**config.mk**
```make
export PLATFORM = sky130hd
export DESIGN_NAME = alu_sequencer
export DESIGN_NICKNAME = d
export VERILOG_FILES = /design/src/rtl/alu_sequencer.sv
export SDC_FILE = /design/constraint.sdc
export NUM_CORES = 1
export LEC_CHECK = 0
export ABC_AREA = 0
export ABC_CLOCK_PERIOD_IN_PS = 3400
export CAP_MARGIN = 25
export CORE_MARGIN = 2
export CORE_UTILIZATION = 45
export CTS_CLUSTER_SIZE = 14
export DETAILED_ROUTE_END_ITERATION = 10
export SETUP_SLACK_MARGIN = 0.3
export SLEW_MARGIN = 20
export SYNTH_ARGS = -nofsm -noshare
export SYNTH_HDL_FRONTEND = slang
export SYNTH_SLANG_ARGS = --single-unit
```
**constraint.sdc**
```tcl
create_clock -name clk -period 3.4 [get_ports clk]
set_input_delay 0.85 -clock clk [delete_from_list [all_inputs] [get_ports clk]]
set_output_delay 0.85 -clock clk [all_outputs]
set_load 0.05 [all_outputs]
```
**src/rtl/alu_sequencer.sv**
```systemverilog
// Purpose : fetch/issue/writeback sequencer that drives an external 8-bit ALU from a small program memory.
// Latency : 4 cycles per instruction (FETCH, ISSUE, WAIT, WB); N instructions take 4N+1 cycles from start to done.
// Backpres: none; host loads and start are only accepted while idle (busy=0), otherwise silently dropped.
//
// Ports:
//   clk, reset                         clock and asynchronous active-high reset
//   start                              begin execution at pc=0 (sampled in IDLE only)
//   prog_we/prog_addr/prog_wdata       program memory load port (idle only)
//   reg_we/reg_addr/reg_wdata          register file load port (idle only)
//   reg_rdata                          combinational rf[reg_addr]
//   alu_opcode/alu_a/alu_b             registered operands presented to the ALU
//   alu_result                         ALU output, captured at the WB edge
//   result/result_valid                last written-back value and its one-cycle pulse
//   busy/done                          state != IDLE / state == DONE
module alu_sequencer #(
   parameter int PROG_DEPTH = 16,
   parameter int NREGS      = 4
) (
   input  logic                          clk,
   input  logic                          reset,
   input  logic                          start,
   input  logic                          prog_we,
   input  logic [$clog2(PROG_DEPTH)-1:0] prog_addr,
   input  logic [15:0]                   prog_wdata,
   input  logic                          reg_we,
   input  logic [$clog2(NREGS)-1:0]      reg_addr,
   input  logic [7:0]                    reg_wdata,
   output logic [7:0]                    reg_rdata,
   output logic [3:0]                    alu_opcode,
   output logic [7:0]                    alu_a,
   output logic [7:0]                    alu_b,
   input  logic [7:0]                    alu_result,
   output logic [7:0]                    result,
   output logic                          result_valid,
   output logic                          busy,
   output logic                          done
);

   localparam int PW = $clog2(PROG_DEPTH);

   typedef enum logic [2:0] {
      S_IDLE,
      S_FETCH,
      S_ISSUE,
      S_WAIT,
      S_WB,
      S_DONE
   } state_t;

   state_t state, state_nxt;

   logic [15:0]   prog [PROG_DEPTH];
   logic [7:0]    rf   [NREGS];
   logic [PW-1:0] pc;
   // Only the decoded fields are kept; bits [4:0] of the word are reserved.
   logic [15:5]   ir;

   logic [3:0] ir_op;
   logic [1:0] ir_ra, ir_rb, ir_rd;
   logic       ir_halt;
   logic       last_instr;

   assign ir_op   = ir[15:12];
   assign ir_ra   = ir[11:10];
   assign ir_rb   = ir[9:8];
   assign ir_rd   = ir[7:6];
   assign ir_halt = ir[5];

   // Stop on the halt bit or at the last program slot: pc never wraps.
   assign last_instr = ir_halt || (pc == PW'(PROG_DEPTH - 1));

   assign busy      = (state != S_IDLE);
   assign done      = (state == S_DONE);
   assign reg_rdata = rf[reg_addr];

   always_ff @(posedge clk or posedge reset) begin
      if (reset) state <= S_IDLE;
      else       state <= state_nxt;
   end

   always_comb begin
      state_nxt = state;
      case (state)
         S_IDLE:  if (start) state_nxt = S_FETCH;
         S_FETCH: state_nxt = S_ISSUE;
         S_ISSUE: state_nxt = S_WAIT;
         S_WAIT:  state_nxt = S_WB;
         S_WB:    state_nxt = last_instr ? S_DONE : S_FETCH;
         S_DONE:  state_nxt = S_IDLE;
         default: state_nxt = S_IDLE;
      endcase
   end

   // Program memory is deliberately not reset so a loaded program survives reset.
   always_ff @(posedge clk) begin
      if (prog_we && state == S_IDLE) prog[prog_addr] <= prog_wdata;
   end

   always_ff @(posedge clk or posedge reset) begin
      if (reset) begin
         pc           <= '0;
         ir           <= '0;
         alu_opcode   <= '0;
         alu_a        <= '0;
         alu_b        <= '0;
         result       <= '0;
         result_valid <= 1'b0;
         for (int i = 0; i < NREGS; i++) rf[i] <= '0;
      end else begin
         result_valid <= 1'b0;
         case (state)
            S_IDLE: begin
               if (reg_we) rf[reg_addr] <= reg_wdata;
               if (start)  pc <= '0;
            end
            S_FETCH: ir <= prog[pc][15:5];
            S_ISSUE: begin
               // Operands are captured here, so rd may alias ra/rb safely.
               alu_opcode <= ir_op;
               alu_a      <= rf[ir_ra];
               alu_b      <= rf[ir_rb];
            end
            S_WB: begin
               rf[ir_rd]    <= alu_result;
               result       <= alu_result;
               result_valid <= 1'b1;
               pc           <= pc + 1'b1;
            end
            default: ;
         endcase
      end
   end

endmodule

```
==> impl_metrics.csv <==
group,metric,value,unit
outcome,status,"finished, final reports clean",
die,ios,82,
die,design.core.area,23600,µm²
sta,slew_viol_final,0,
worst_setup_path,crit_top_cell,"buf_4",
clock_tree,cts_sinks,255,
cells_and_area,final_core_util,54.9,%
sta,min_period,2980,ps
worst_setup_path,critical_path_buf_inv_count,3,
route,drtPass1Iterations,5,
cells_and_area,final_cell_mix,"176 x edfxtp_1, 76 x dfrtp_1, 67 x clkdlybuf4s50_1, 63 x nand2_1, 48 x mux4_2",
placed_design,routabilityCongestion,0.819,
power_and_ir_drop,power.leakage,4.64,nW
power_and_ir_drop,seq_power_share,43.1,%
logic_synthesis,synthCells,688,
cells_and_area,nFillCells,1917,
grt,busiest_layer,"met2",
grt,gr-total-overflow,0,
cells_and_area,antenna_cells,0,
clock_tree,clock_path_buffers,3,
grt,grt.total_usage,19.4,%
grt,grt_max_degree,80,
worst_setup_path,critPathArrivalTime,2130,ps
die,die_w,160,µm
placed_design,dp_cells,1070,
route,wl_per_cell,22.0,µm
logic_synthesis,ys_seq_area_share,66.6,%
grt,grt.met3_usage,2.75,%
die,fp.dieArea,25500,µm²
cells_and_area,nets,827,
die,die_h,160,µm
worst_setup_path,start_kind,"input pin",
logic_synthesis,synth.distinct_cells,48,
cells_and_area,final_area,13000,µm²
power_and_ir_drop,power_density,775,nW/µm²
logic_synthesis,yosysWarnings,0,
worst_setup_path,cpPeakStageDelay,470,ps
grt,grt_pass1_wl,38400,µm
placed_design,dp_hpwl,16200,µm
power_and_ir_drop,netSwitchingPower,3.43,mW
power_and_ir_drop,p_comb_share,30.5,%
die,start_util,46.2,%
clock_tree,h-tree-depth,1,
hold_path,hold_path.class,"reg2reg",
placed_design,placed_cell_area,12100,µm²
logic_synthesis,postSynthNetCount,732,
cells_and_area,final_common_cell,"edfxtp_1",
sta,max_freq,335,MHz
logic_synthesis,yosys_register_bits,255,
grt,antenna_found_initial,0,
sta,finalSetupViolations,0,
route,postRouteAntennaNets,0,
sta,hold_viol_final,0,
route,routed-via-count,6428,
logic_synthesis,syn_area_per_cell,15.8,µm²
clock_tree,clkTransAtPathRegs,60,ps
flow_run,cap_violations,0,
worst_setup_path,critPathSlowestCell,"clkdlybuf4s50_1",
worst_setup_path,crit_path_cell_trace,"clkdlybuf4s50_1 -> buf_4 -> mux4_2 -> buf_4",
logic_synthesis,synth_edf_count,176,
sta,period_share,87.8,%
clock_tree,numCtsBuffers,27,
cells_and_area,drive_above_1_share,21.1,%
die,rows,56,
grt,grtUsageMet1,27.7,%
worst_setup_path,critPathKind,"in2out",
logic_synthesis,synthesis.area,10900,µm²
route,post_drt_via_cell_ratio,5.73,
clock_tree,ctsHoldBuffers,0,
route,wl,24600,µm
grt,grt_pass1_vias,6596,
logic_synthesis,synthArstFlopShare,31.0,%
sta,tightest_slew,989,ps
sta,max_slew_margin,33.9,%
worst_setup_path,critPathRequiredTime,2550,ps
worst_setup_path,crit_path_end_kind,"primary output",
cells_and_area,syn_to_final_growth,18.9,%
route,drt_iter0_markers,511,
power_and_ir_drop,switching_share,34.1,%
power_and_ir_drop,vdd_drop_max,0.000392,V
clock_tree,cts_tree,"done",
logic_synthesis,ys.flop_type,"edfxtp_1",
clock_tree,root_buffer,"clkbuf_16",
placed_design,io_buffers,76,
sta,tns,0,ps
sta,skew,18.4,ps
sta,rsz0062_at_grt,"false",
grt,use_met2,31.6,%
route,route.detailed.drc,0,
power_and_ir_drop,clkPwrFrac,26.4,%
cells_and_area,finalNonFillerCells,1121,
worst_setup_path,cpLargestDelayFamily,"buffers and inverters",
worst_setup_path,crit_path_max_fanout,16,
power_and_ir_drop,p_int,6.63,mW
clock_tree,clock_latency,530,ps
## power groups by stage
stage / clock network (mW) / registers, mW / logic [mW]
after floorplan: 0 / 4.61 / 1.83
after global placement: 0 / 4.36 / 3.00
after detailed placement: 0 / 4.40 / 3.05
after CTS: 2.71 / 4.34 / 3.07
after global routing: 2.85 / 4.41 / 3.27
final: 2.66 / 4.33 / 3.06
## what timing repair did
item                                    4_1_cts  5_1_grt
endpoints found under the setup margin       10        8
gates resized for setup                       4        1
pin swaps                                     0        0
cloned                                        0        1
setup buffers                                 1        1
## final cells by class
class,count,area [µm²],area share [%]
clock inverters,16,103,0.791
repair buffers,114,1090,8.44
inverters,3,12.5,0.0965
well taps,319,399,3.08
multi-input cells,382,3400,26.2
clock buffers,32,694,5.36
flip-flops and latches,255,7270,56.0
## flip-flops by register name (all words and copies together), names as in the netlist
name          count
state             3
pc                4
result_valid      1
prog            176
alu_b             8
result            8
rf               32
alu_a             8
ir               11
alu_opcode        4
## Yosys cell counts (2+ instances only)
cell | number | area share [%]
a211oi_1 | 2 | 0.14
a221oi_1 | 9 | 0.72
a22o_1 | 3 | 0.24
a22oi_1 | 10 | 0.69
a31oi_1 | 33 | 1.9
and2_1 | 2 | 0.11
and3_1 | 24 | 1.4
and3b_1 | 3 | 0.24
buf_1 | 3 | 0.10
buf_2 | 23 | 1.1
clkbuf_1 | 19 | 0.65
dfrtp_1 | 79 | 18
edfxtp_1 | 176 | 48
inv_1 | 2 | 0.069
mux2_2 | 29 | 3.0
mux2i_1 | 28 | 2.6
mux4_1 | 8 | 1.9
mux4_2 | 48 | 9.9
nand2_1 | 63 | 2.2
nand2b_1 | 4 | 0.23
nand3_1 | 18 | 0.83
nand4b_1 | 3 | 0.24
nor2_1 | 23 | 0.79
nor2b_1 | 6 | 0.34
nor3_1 | 7 | 0.32
nor3b_1 | 2 | 0.14
nor4bb_1 | 2 | 0.18
o21ai_0 | 26 | 1.2
o21ai_1 | 14 | 0.64
## worst reg2reg max path, cell delays in order, from the launching register on
cell and delay [ps]:
dfrtp_2 960, and2_1 660, nand2_1 150, mux2_2 290, a22o_1 170
## per-layer routing
| metal | vias to the layer above | share of wire [%] |
|---|---|---|
| met4 | 0 | 2.2 |
| met2 | 226 | 48 |
| met3 | 47 | 7.1 |
| met1 | 3242 | 43 |
| li1 | 2913 | - |
| met5 | - | 0 |
## metrics by stage
stage	power, mW	setup slack, ps	hold slack (ps)
CTS	10.1	306	482
floorplan	6.44	527	443
global route	10.5	304	510
global placement	7.36	277	463
detailed placement	7.45	281	468
finish	10.1	416	477
## worst paths after layout
path	from	to	slack [ps]	depth (start not counted)
worst max-delay path	reg_addr[1]	reg_rdata[4]	420	4
worst min-delay path	result[2]	result[2]	480	2
worst max register to register	pc[1]	pc[3]	1060	4
worst min register to register	result[2]	result[2]	480	2
max in group asynchronous	reset	ir[8]	2290	3
min in group asynchronous	reset	alu_opcode[3]	730	3
## cells by family after synthesis
group / after synthesis / share of synthesized area (%)
buf+inv: 51 / 2.27
flops: 255 / 66.6
fa+ha+maj: 1 / 0.115
mux: 113 / 17.4
simple gates: 166 / 7.64
compound gates: 102 / 5.96
(Power assumes the default switching activity.)
